<file path="src/rtl/b_row_mac.sv">
// b_row_mac: fetches VEC_LEN consecutive B rows, multiplies each by a streamed A element and
// returns the signed dot product on a valid/ready port. Optional macro: BROW_MAC_SAT_EN.
module b_row_mac #(
  parameter int unsigned ELEMENT_W = 32,
  parameter int unsigned MEM_DEPTH = 64,
  parameter int unsigned VEC_LEN   = 64,
  parameter int unsigned ACC_W     = 72
) (
  input  logic                         i_clk,
  input  logic                         i_rst_n,
  input  logic                         i_start,
  input  logic [$clog2(MEM_DEPTH)-1:0] i_base_row,
  output logic                         o_busy,
  output logic                         o_mem_rd,
  output logic [$clog2(MEM_DEPTH)-1:0] o_mem_row,
  input  logic                         i_mem_ack,
  input  logic [ELEMENT_W-1:0]         i_mem_data,
  input  logic                         i_a_valid,
  output logic                         o_a_ready,
  input  logic [ELEMENT_W-1:0]         i_a_data,
  output logic                         o_res_valid,
  input  logic                         i_res_ready,
`ifdef BROW_MAC_SAT_EN
  output logic                         o_sat_flag,
`endif
  output logic [ELEMENT_W-1:0]         o_res_data
);

  localparam int unsigned AW = $clog2(MEM_DEPTH);
  localparam int unsigned CW = $clog2(VEC_LEN + 1);

  typedef enum logic [2:0] {StIdle, StFetch, StWaitA, StMac, StDone} state_e;

  state_e                       r_state, w_state_next;
  logic [AW-1:0]                r_row;
  logic [CW-1:0]                r_count;
  logic signed [ACC_W-1:0]      r_acc;
  logic signed [ELEMENT_W-1:0]  r_a, r_b;
  logic [ELEMENT_W-1:0]         r_res;

  logic signed [2*ELEMENT_W-1:0] w_prod;
  logic signed [ACC_W-1:0]       w_acc_next;
  logic [AW-1:0]                 w_row_inc;
  logic                          w_last;
  logic [ELEMENT_W-1:0]          w_res;

  assign w_prod     = r_a * r_b;
  assign w_acc_next = r_acc + {{(ACC_W-2*ELEMENT_W){w_prod[2*ELEMENT_W-1]}}, w_prod};
  assign w_row_inc  = (r_row == AW'(MEM_DEPTH - 1)) ? '0 : r_row + AW'(1);
  assign w_last     = (r_count == CW'(VEC_LEN - 1));

`ifdef BROW_MAC_SAT_EN
  logic w_ovf;
  logic r_sat;

  // Fits in ELEMENT_W signed only if all bits above the result sign bit match it.
  assign w_ovf = ~((&w_acc_next[ACC_W-1:ELEMENT_W-1]) | ~(|w_acc_next[ACC_W-1:ELEMENT_W-1]));
  assign w_res = !w_ovf                ? w_acc_next[ELEMENT_W-1:0] :
                 w_acc_next[ACC_W-1]   ? {1'b1, {(ELEMENT_W-1){1'b0}}} :
                                         {1'b0, {(ELEMENT_W-1){1'b1}}};

  always_ff @(posedge i_clk or negedge i_rst_n) begin
    if (!i_rst_n) begin
      r_sat <= 1'b0;
    end else if (r_state == StMac && w_last) begin
      r_sat <= w_ovf;
    end
  end

  assign o_sat_flag = r_sat & (r_state == StDone);
`else
  assign w_res = w_acc_next[ELEMENT_W-1:0];
`endif

  always_ff @(posedge i_clk or negedge i_rst_n) begin
    if (!i_rst_n) begin
      r_state <= StIdle;
    end else begin
      r_state <= w_state_next;
    end
  end

  always_comb begin
    w_state_next = r_state;
    unique case (r_state)
      StIdle:  if (i_start)     w_state_next = StFetch;
      StFetch: if (i_mem_ack)   w_state_next = StWaitA;
      StWaitA: if (i_a_valid)   w_state_next = StMac;
      StMac:                    w_state_next = w_last ? StDone : StFetch;
      StDone:  if (i_res_ready) w_state_next = StIdle;
      default:                  w_state_next = StIdle;
    endcase
  end

  always_ff @(posedge i_clk or negedge i_rst_n) begin
    if (!i_rst_n) begin
      r_row   <= '0;
      r_count <= '0;
      r_acc   <= '0;
      r_a     <= '0;
      r_b     <= '0;
      r_res   <= '0;
    end else begin
      case (r_state)
        StIdle: begin
          if (i_start) begin
            r_row   <= i_base_row;
            r_acc   <= '0;
            r_count <= '0;
          end
        end
        StFetch: if (i_mem_ack) r_b <= i_mem_data;
        StWaitA: if (i_a_valid) r_a <= i_a_data;
        StMac: begin
          r_acc   <= w_acc_next;
          r_count <= r_count + CW'(1);
          r_row   <= w_row_inc;
          // Result register is loaded as DONE is entered, from the final sum.
          if (w_last) r_res <= w_res;
        end
        default: ;
      endcase
    end
  end

  assign o_busy      = (r_state != StIdle);
  assign o_mem_rd    = (r_state == StFetch);
  assign o_mem_row   = r_row;
  assign o_a_ready   = (r_state == StWaitA);
  assign o_res_valid = (r_state == StDone);
  assign o_res_data  = r_res;

endmodule

</file>
<file path="config.mk">
export PLATFORM = sky130hd
export DESIGN_NAME = b_row_mac
export DESIGN_NICKNAME = d
export VERILOG_FILES = /design/src/rtl/b_row_mac.sv
export SDC_FILE = /design/constraint.sdc
export NUM_CORES = 1
export LEC_CHECK = 0
export BUFFER_PORTS_ARGS = -buffer_cell sky130_fd_sc_hd__buf_2
export CAP_MARGIN = 15
export CORE_MARGIN = 2
export CORE_UTILIZATION = 65
export DETAILED_ROUTE_END_ITERATION = 8
export MAX_ROUTING_LAYER = met4
export PLACE_DENSITY_LB_ADDON = 0.15
export SYNTH_ARGS = -nofsm -noshare
export SYNTH_HDL_FRONTEND = slang
export SYNTH_SLANG_ARGS = --single-unit
</file>
<file path="constraint.sdc">
create_clock -name i_clk -period 12.1 [get_ports i_clk]
set_input_delay 0 -clock i_clk [delete_from_list [all_inputs] [get_ports i_clk]]
set_output_delay 0 -clock i_clk [all_outputs]
set_load 0.005 [all_outputs]
</file>
### Word-level counts from Yosys, hierarchy flattened

Cells that the tools add are included.

* add/sub/neg operators: 3
* multipliers: 1
* equality and inequality tests: 10
* muxes and demuxes: 13
* reductions and logical operators: 8

Operators with widths (number)
* 72-bit case mux with 2 select lines: 1
* 72-bit adder: 1
* 72-bit two-way mux: 1
* 32-bit by 32-bit multiplier with 64-bit output: 1
* 3-bit two-way mux: 5
* 3-bit case mux with 5 select lines: 1
* 7-bit case mux with 2 select lines: 1
* 6-bit two-way mux: 2
* 6-bit case mux with 2 select lines: 1
* 2-bit AND reduction: 4
* 7-bit by 1-bit adder with 7-bit output (second input constant): 1
* 7-bit by 6-bit == test with 1-bit output (second input constant): 1
* 7-bit two-way mux: 1
* 6-bit by 1-bit adder with 6-bit output (second input constant): 1
* 3-bit by 2-bit == test with 1-bit output (second input constant): 2
* 6-bit == test (second input constant): 1
* 2-bit by 1-bit inequality test with 1-bit output (second input constant): 2
* 2-bit inequality test (second input constant): 2
* 4-bit AND reduction: 1
* 3-bit by 1-bit == test with 1-bit output (second input constant): 1
* 3-bit == test (second input constant): 1
* 3-bit logical NOT: 1
* 3-bit nonzero test: 1
* 2-bit nonzero test: 1

* bits in registers: 184
* bits of input ports: 76
* output and inout port bits: 42
* logic and storage cells: 42

### Logic depth before layout (Yosys ltp)

Gate-level depths: netlist of the first run.

* word-level depth: 3
* depth in mapped cells: 38
* depth with buffers taken out: 36

### Worst setup path after synthesis of the first run

Ideal clock, no wire load.

* path type: reg2reg
* from: reg r_b[4]
* to: reg r_res[30], in the netlist o_res_data[30]
* library setup time: 0.125 ns
* data arrival time: 8.359 ns
* data required time: 11.975 ns
* slack: 3.616 ns
* stages on the path, launching flop included: 39
* path buffers: 2
* clock period less this slack: 8.484 ns
* cells stage by stage: dfrtp_1 > clkbuf_1 > clkbuf_1 > and2_1 > fa_1 > inv_1 > fa_1 > inv_1 > fa_1 > inv_1 > fa_1 > inv_1 > ha_1 > ha_1 > fa_1 > inv_1 > fa_1 > inv_1 > [3 not listed] > nand3_1 > a21o_1 > nand2_1 > a21boi_0 > o21ai_0 > a21oi_1 > xor2_1 > ha_1 > a21o_1 > a21o_1 > a21o_1 > a21o_1 > a221oi_2 > o21ai_1 > a221o_1 > a21oi_2 > xnor2_1 > mux2_2

* longest elaborated chain between the ends: 2

RTL lines
* from (decl): RTL line 38 `logic signed [ELEMENT_W-1:0] r_a, r_b;`
* from (signal assigned): RTL line 112 `StFetch: if (i_mem_ack) r_b <= i_mem_data;`
* 32-bit by 32-bit multiplier with 64-bit output: RTL line 47 `assign w_prod = r_a * r_b;`
* 72-bit adder: RTL line 48 `assign w_acc_next = r_acc + {{(ACC_W-2*ELEMENT_W){w_prod[2*ELEMENT_W-1]}}, w_prod};`
* to (signal assigned): RTL line 119 `if (w_last) r_res <= w_res;`
* to (decl): RTL line 39 `logic [ELEMENT_W-1:0] r_res;`

Every way passes these cells.
A chain may end at the register's enable or synchronous reset.

### Worst setup path after layout of the first run

* from: reg r_a[6]
* to: reg r_res[30], in the netlist o_res_data[30]

* longest elaborated chain between the ends: 2

RTL lines
* from (decl): RTL line 38
* from (signal assigned): RTL line 113 `StWaitA: if (i_a_valid) r_a <= i_a_data;`
* 32-bit by 32-bit multiplier with 64-bit output: RTL line 47
* 72-bit adder: RTL line 48

Every way passes these cells.

==> results of run 1 <==
## per-layer routing
metal / vias to the layer above / track usage, % / part of all wire (%)
li1: 7814 / - / -
met1: 8896 / 45.2 / 41
met2: 769 / 55.4 / 48
met3: 150 / 5.79 / 7.2
met4: 0 / 14.6 / 4.2
met5: - / - / 0
## cells in the mapped netlist (27+ instances only)
master    number
inv_1        531
o21ai_0       66
and2_1       299
a21oi_1       45
ha_1         185
dfrtp_1      144
xor2_1        27
nand2_1      296
mux2_2        74
a21o_1        29
clkbuf_1     121
nor2_1        31
fa_1         409
xnor2_1       90
nand3_1       40
## worst max-delay path, delay by kind of cell (launching register included)
kind	cells	cell delay [ns]
flops	1	0.83
fa+ha+maj	10	4.44
xor+xnor	2	0.33
compound gates	13	2.56
buf+inv	6	0.29
simple gates	4	0.71
mux	1	0.27
## stage by stage
step / hold WS (ns) / area (µm²) / instances / setup WS [ns] / util, %
floorplan: -0.296 / 23400 / 2523 / 3.62 / -
detailed placement: 0.148 / 24300 / 2998 / 2.66 / 68.4
CTS: 0.103 / 25600 / 3104 / 2.64 / 72.0
global route: 0.157 / 25700 / 3105 / 2.16 / 72.1
finish: 0.127 / 25700 / 3105 / 2.54 / 72.1
global placement: 0.136 / 24300 / 2998 / 2.86 / 68.4
## repair_timing
action,CTS,global route
setup buffers,0,0
hold buffers,74,0
hold endpoints to repair,160,0
## area by class of cell
cell class                 instances  share of cell area (%)
tap                              461                    2.25
timing repair buffer             213                    5.92
multi-input combinational       1724                    67.8
sequential                       144                    14.0
clock inverter                    13                   0.473
inverter                         531                    7.77
clock buffer                      19                    1.77
## cells by family (layout without fill, tap and decap cells)
logic type               count (synthesis)  count (layout)  share of synthesized area, %
buffers and inverters                  655             776                          10.5
AO/OA/AOI/OAI                          225             225                          6.06
XOR/XNOR                               117             117                          4.37
AND/OR/NAND/NOR                        713             713                          15.3
multiplexers                            75              75                          3.60
flip-flops                             144             144                          15.4
adder cells (fa/ha/maj)                594             594                          44.8
## registers in the layout, indices dropped and copies added (netlist names)
| signal | flops |
|---|---|
| o_res_data | 32 |
| r_a | 32 |
| r_acc | 32 |
| r_b | 32 |
| r_count | 7 |
| o_mem_row | 6 |
| r_state | 3 |
## path summary, 6_finish.rpt
check / start / endpoint / slack [ns] / cells past startpoint
max in group asynchronous: i_rst_n / r_b[14] / 10.58 / 3
min in group asynchronous: i_rst_n / r_count[6] / 0.19 / 2
hold / removal: i_start / o_mem_row[2] / 0.13 / 3
hold reg to reg: o_res_data[10] / o_res_data[10] / 0.48 / 2
setup reg to reg: r_a[6] / o_res_data[30] / 2.54 / 36
setup / recovery: r_a[6] / o_res_data[30] / 2.54 / 36
==> impl_results.md, run 1 <==
* Status: completed
* Critical path class: reg -> reg
* Clk sink count at 144
* GPL Wtd Cong at 0.931
* Share of the yosys chip area belonging to registers at 15.4%
* Final min period at 9.56 ns
* Final-stage net count at approximately 3300
* Clock root buffer: clkbuf_16
* Commonest non-fill, non-tap cell in the layout: inv_1
* Synthesis Warnings at 0
* Via count at 17600
* First-pass GRT wire length at between 90 and 100 mm
* H-tree Lvls at 4
* I/O Pins at 118
* Fraction of layout cells with a size suffix above 1 at 9.72%
* Worst EP arrival at 9.90 ns
* DRC viols at 0
* Reg area at 3600 µm²
* Final setup violation count at 0
* Core ar. at 35600 µm²
* Largest net degree at the start of global routing at 90
* Setup total negative slack at 0 ns
* Final Cycle Share at 79.0%
* CP required at 12.44 ns
* Post-Syn Area at 23400 µm²
* Dominant cell type by area after synthesis: fa_1
* CP peak stage delay at 0.83 ns
* Die outline height at 194 µm
* Number of routed nets with antenna violations at 0
* Number of global-route vias before repair at 19100
* Rows at 69
* CTS tree: built
* Hold crit path type: in -> reg
* ANT cells at 0
* Clock Latency Late Sink at 0.46 ns
* CTS clk-pin slew, worst paths at 0.07 ns
* Max Cap Viol at 0
* Syn nets at about 3200
* Synth cell types at 56
* Startpoint types: flop
* Dpl hpwl at 46.2 mm
* Post-Synthesis Cells at 2523
* Fmax at ~100 MHz
* Die ar. at about 38000 µm²
* Seq cells post-synth at 144
* Footprint of the multi-input gates at 17400 µm²
* Post-synthesis async set-or-reset flop share at 100%
* Final hold vios at 0
* Die X at 194 µm
* Synth top area share at a little over a third
* DRT Wirelength at 61.3 mm
* Post-cts resize count at 0
* GR Util All Layers at 35.0%
* Max clock buf depth at 2
* CTS Buf Count at 17
* Avg Cell Area, Syn at 9.29 µm²
* Crit. End Element: flop
* Unrepaired setup endpoints after global routing: false
* Actual slew at the worst max-slew pin at between 1 and 1.5 ns
* Top_reg_cell synth: dfrtp_1
* Synth-to-Final Area Change at 9.42%
* Initial Utilization at between 60 and 70%
* Port Buffer Count at 117
* Starting DRT DRC Count at 1215
* Number of synthesized flops with an enable pin at 0
* Relative slew margins at between 20 and 25%
* Slowest cell on the critical path: dfrtp_1
* CP max FO at 27
* Routed len/inst at 19.7 µm
* Top post-synthesis cells by area: fa_1 (35%), dfrtp_1 (15%), ha_1 (9.9%)
* Commonest non-fill, non-tap cells in the layout: inv_1 (531), fa_1 (409), and2_1 (297)
* Clk_skew at 0.0172 ns
* Router iterations before antenna repair at 6
* Slew Viols, Final at 0
* Vias/cell at 5.68
* Initial antenna violation count at 0
* Fillers at roughly 2700
* Gr ovfl total at 0
Power of run 1 is not shown: default switching activity piles up to over one toggle a cycle in this logic, so the estimate is an artifact.
==> inputs of run 2 (changes only) <==
- CORE_UTILIZATION: 65 -> 58
- clock period: 12.1 -> 7.8 ns (I/O delays scaled with it)
==> run 2 against run 1 <==
  * The run now ends with setup timing left
  * Die area increased by 12%
  * Fmax up 12%
  * Critical endpoint is now o_res_data[31]
  * Non-clock buffer count rose by 253
==> impl_results.md, run 2 (same netlist as run 1, synthesis figures left out) <==
* DRC viols at 0
* CTS Buf Count at 17
* Worst R2R End: o_res_data[31]
* Synth-to-Final Area Change at 22.7%
* Hold EP: o_mem_row[1]
* CP peak stage delay at around 0.54 ns
* Status: finished with violations
* Unrepaired setup endpoints after global routing: true
* Final setup violation count at 26
* Hold_sp: i_start
* Die X at 205 µm
* Worst reg-to-reg path cell count at 37
* Critical path's top delay family: adder cells
* Worst R2R Start: r_b[4]
* Setup total negative slack at -11.20 ns
* Crit. End Element: flop
* Largest net degree at the start of global routing at 75
* Number of routed nets with antenna violations at 0
* R2R Setup Slk at -0.75 ns
* Commonest non-fill, non-tap cells in the layout: inv_1 (499), fa_1 (397), nand2_1 (294)
* Rows at 73
* Failing checks: setup timing
* Crit. path cell count at 37
* CTS clk-pin slew, worst paths at 0.08 ns
* Fillers at 3014
* Max Cap Viol at 0
* Worst Path Buf+Inv at 10
* Dpl hpwl at 53.5 mm
* CP max FO at 6
* Hold path cells at 4
* Core ar. at 39800 µm²
* Clk_skew at between 0.02 and 0.025 ns
* Port Buffer Count at 117
* GPL Wtd Cong at a little over 0.9
* Number of global-route vias before repair at roughly 20000
* Startpoint types: flop
* Gr ovfl total at 0
* Final min period at roughly 8.6 ns
* Final hold vios at 0
* Fraction of layout cells with a size suffix above 1 at 23.8%
* Footprint of the multi-input gates at 18400 µm²
* Via count at between 15000 and 20000
* Hold crit path type: in -> reg
* First-pass GRT wire length at 108 mm
* Initial Utilization at around 59%
* Final-stage net count at 3554
* Relative slew margins at between 20% and 30%
* Slew Viols, Final at 0
* Fmax at 117 MHz
* PnR worst setup slack at -0.752 ns
* Slowest cell on the critical path: fa_1
* Die ar. at 42000 µm²
* CP required at 8.12 ns
* GR Util All Layers at 35.1%
* Final Cycle Share at 110%
* I/O Pins at between 100 and 150
* Routed len/inst at 19.6 µm
* CTS tree: built
* Router iterations before antenna repair at 6
* Die outline height at 205 µm
* Clock Latency Late Sink at 0.49 ns
* Actual slew at the worst max-slew pin at between 1 and 1.5 ns
* Starting DRT DRC Count at 1298
* Max clock buf depth at 2
* H-tree Lvls at 4
* DRT Wirelength at about 67 mm
* Critical path class: reg -> reg
* Clk sink count at 144
* Vias/cell at ~5.4
* Reg area at 3620 µm²
* CP most frequent cell: fa_1
* Commonest non-fill, non-tap cell in the layout: inv_1
* Initial antenna violation count at 2
* Worst EP arrival at between 8 and 9 ns
* Clock root buffer: clkbuf_16
run 2: how the worst max path moves through the flow:
stage,from,end,slack (ns)
2_1_floorplan,r_b[4],o_res_data[30],-0.10
3_3_place_gp,r_b[4],o_res_data[30],-0.81
3_5_place_dp,r_b[4],o_res_data[30],-0.97
4_1_cts,r_b[4],o_res_data[30],-0.66
5_1_grt,r_b[3],o_res_data[31],-1.03
6_report,r_b[4],o_res_data[31],-0.75
run 2: routing by layer:
| layer | global-route usage (%) | vias up | part of all wire, % |
|---|---|---|---|
| li1 | - | 8319 | - |
| met1 | 47.3 | 9317 | 42 |
| met2 | 52.5 | 699 | 46 |
| met3 | 8.50 | 120 | 8.5 |
| met4 | 11.8 | 0 | 3.4 |
| met5 | - | - | 0 |
run 2: tightest hold or removal path: cells and delay by family:
| family | cells | cell delay [ns] |
|---|---|---|
| AND/OR/NAND/NOR | 2 | 0.38 |
| buffers and inverters | 1 | 0.11 |
| AO/OA/AOI/OAI | 1 | 0.07 |
run 2: repair_timing:
action | in CTS | in global routing
endpoints found under the hold margin | 145 | 0
gates resized for setup | 74 | 95
pin swaps | 66 | 58
hold buffers | 74 | 0
endpoints found under the setup margin | 34 | 36
setup buffers | 20 | 17
run 2: through the flow:
stage	instances	instance area [µm²]	hold slack, ns	setup WS [ns]	utilization, %
4_1_cts	3406	28200	0.123	-0.656	70.9
2_1_floorplan	2523	23900	-0.296	-0.103	-
5_1_grt	3424	28800	0.145	-1.03	72.2
3_5_place_dp	3283	26500	0.110	-0.972	66.5
6_report	3424	28800	0.125	-0.752	72.2
3_3_place_gp	3283	26500	0.102	-0.812	66.5
run 2: area by class of cell:
cell class / count / share of cell area (%)
multi-input combinational: 1724 / 63.9
timing repair buffer: 466 / 12.4
clock buffer: 18 / 1.49
antenna: 2 / 0.0174
tap: 525 / 2.28
clock inverter: 14 / 0.435
inverter: 531 / 6.93
sequential: 144 / 12.6
Power of run 2 is left out for the same reason.
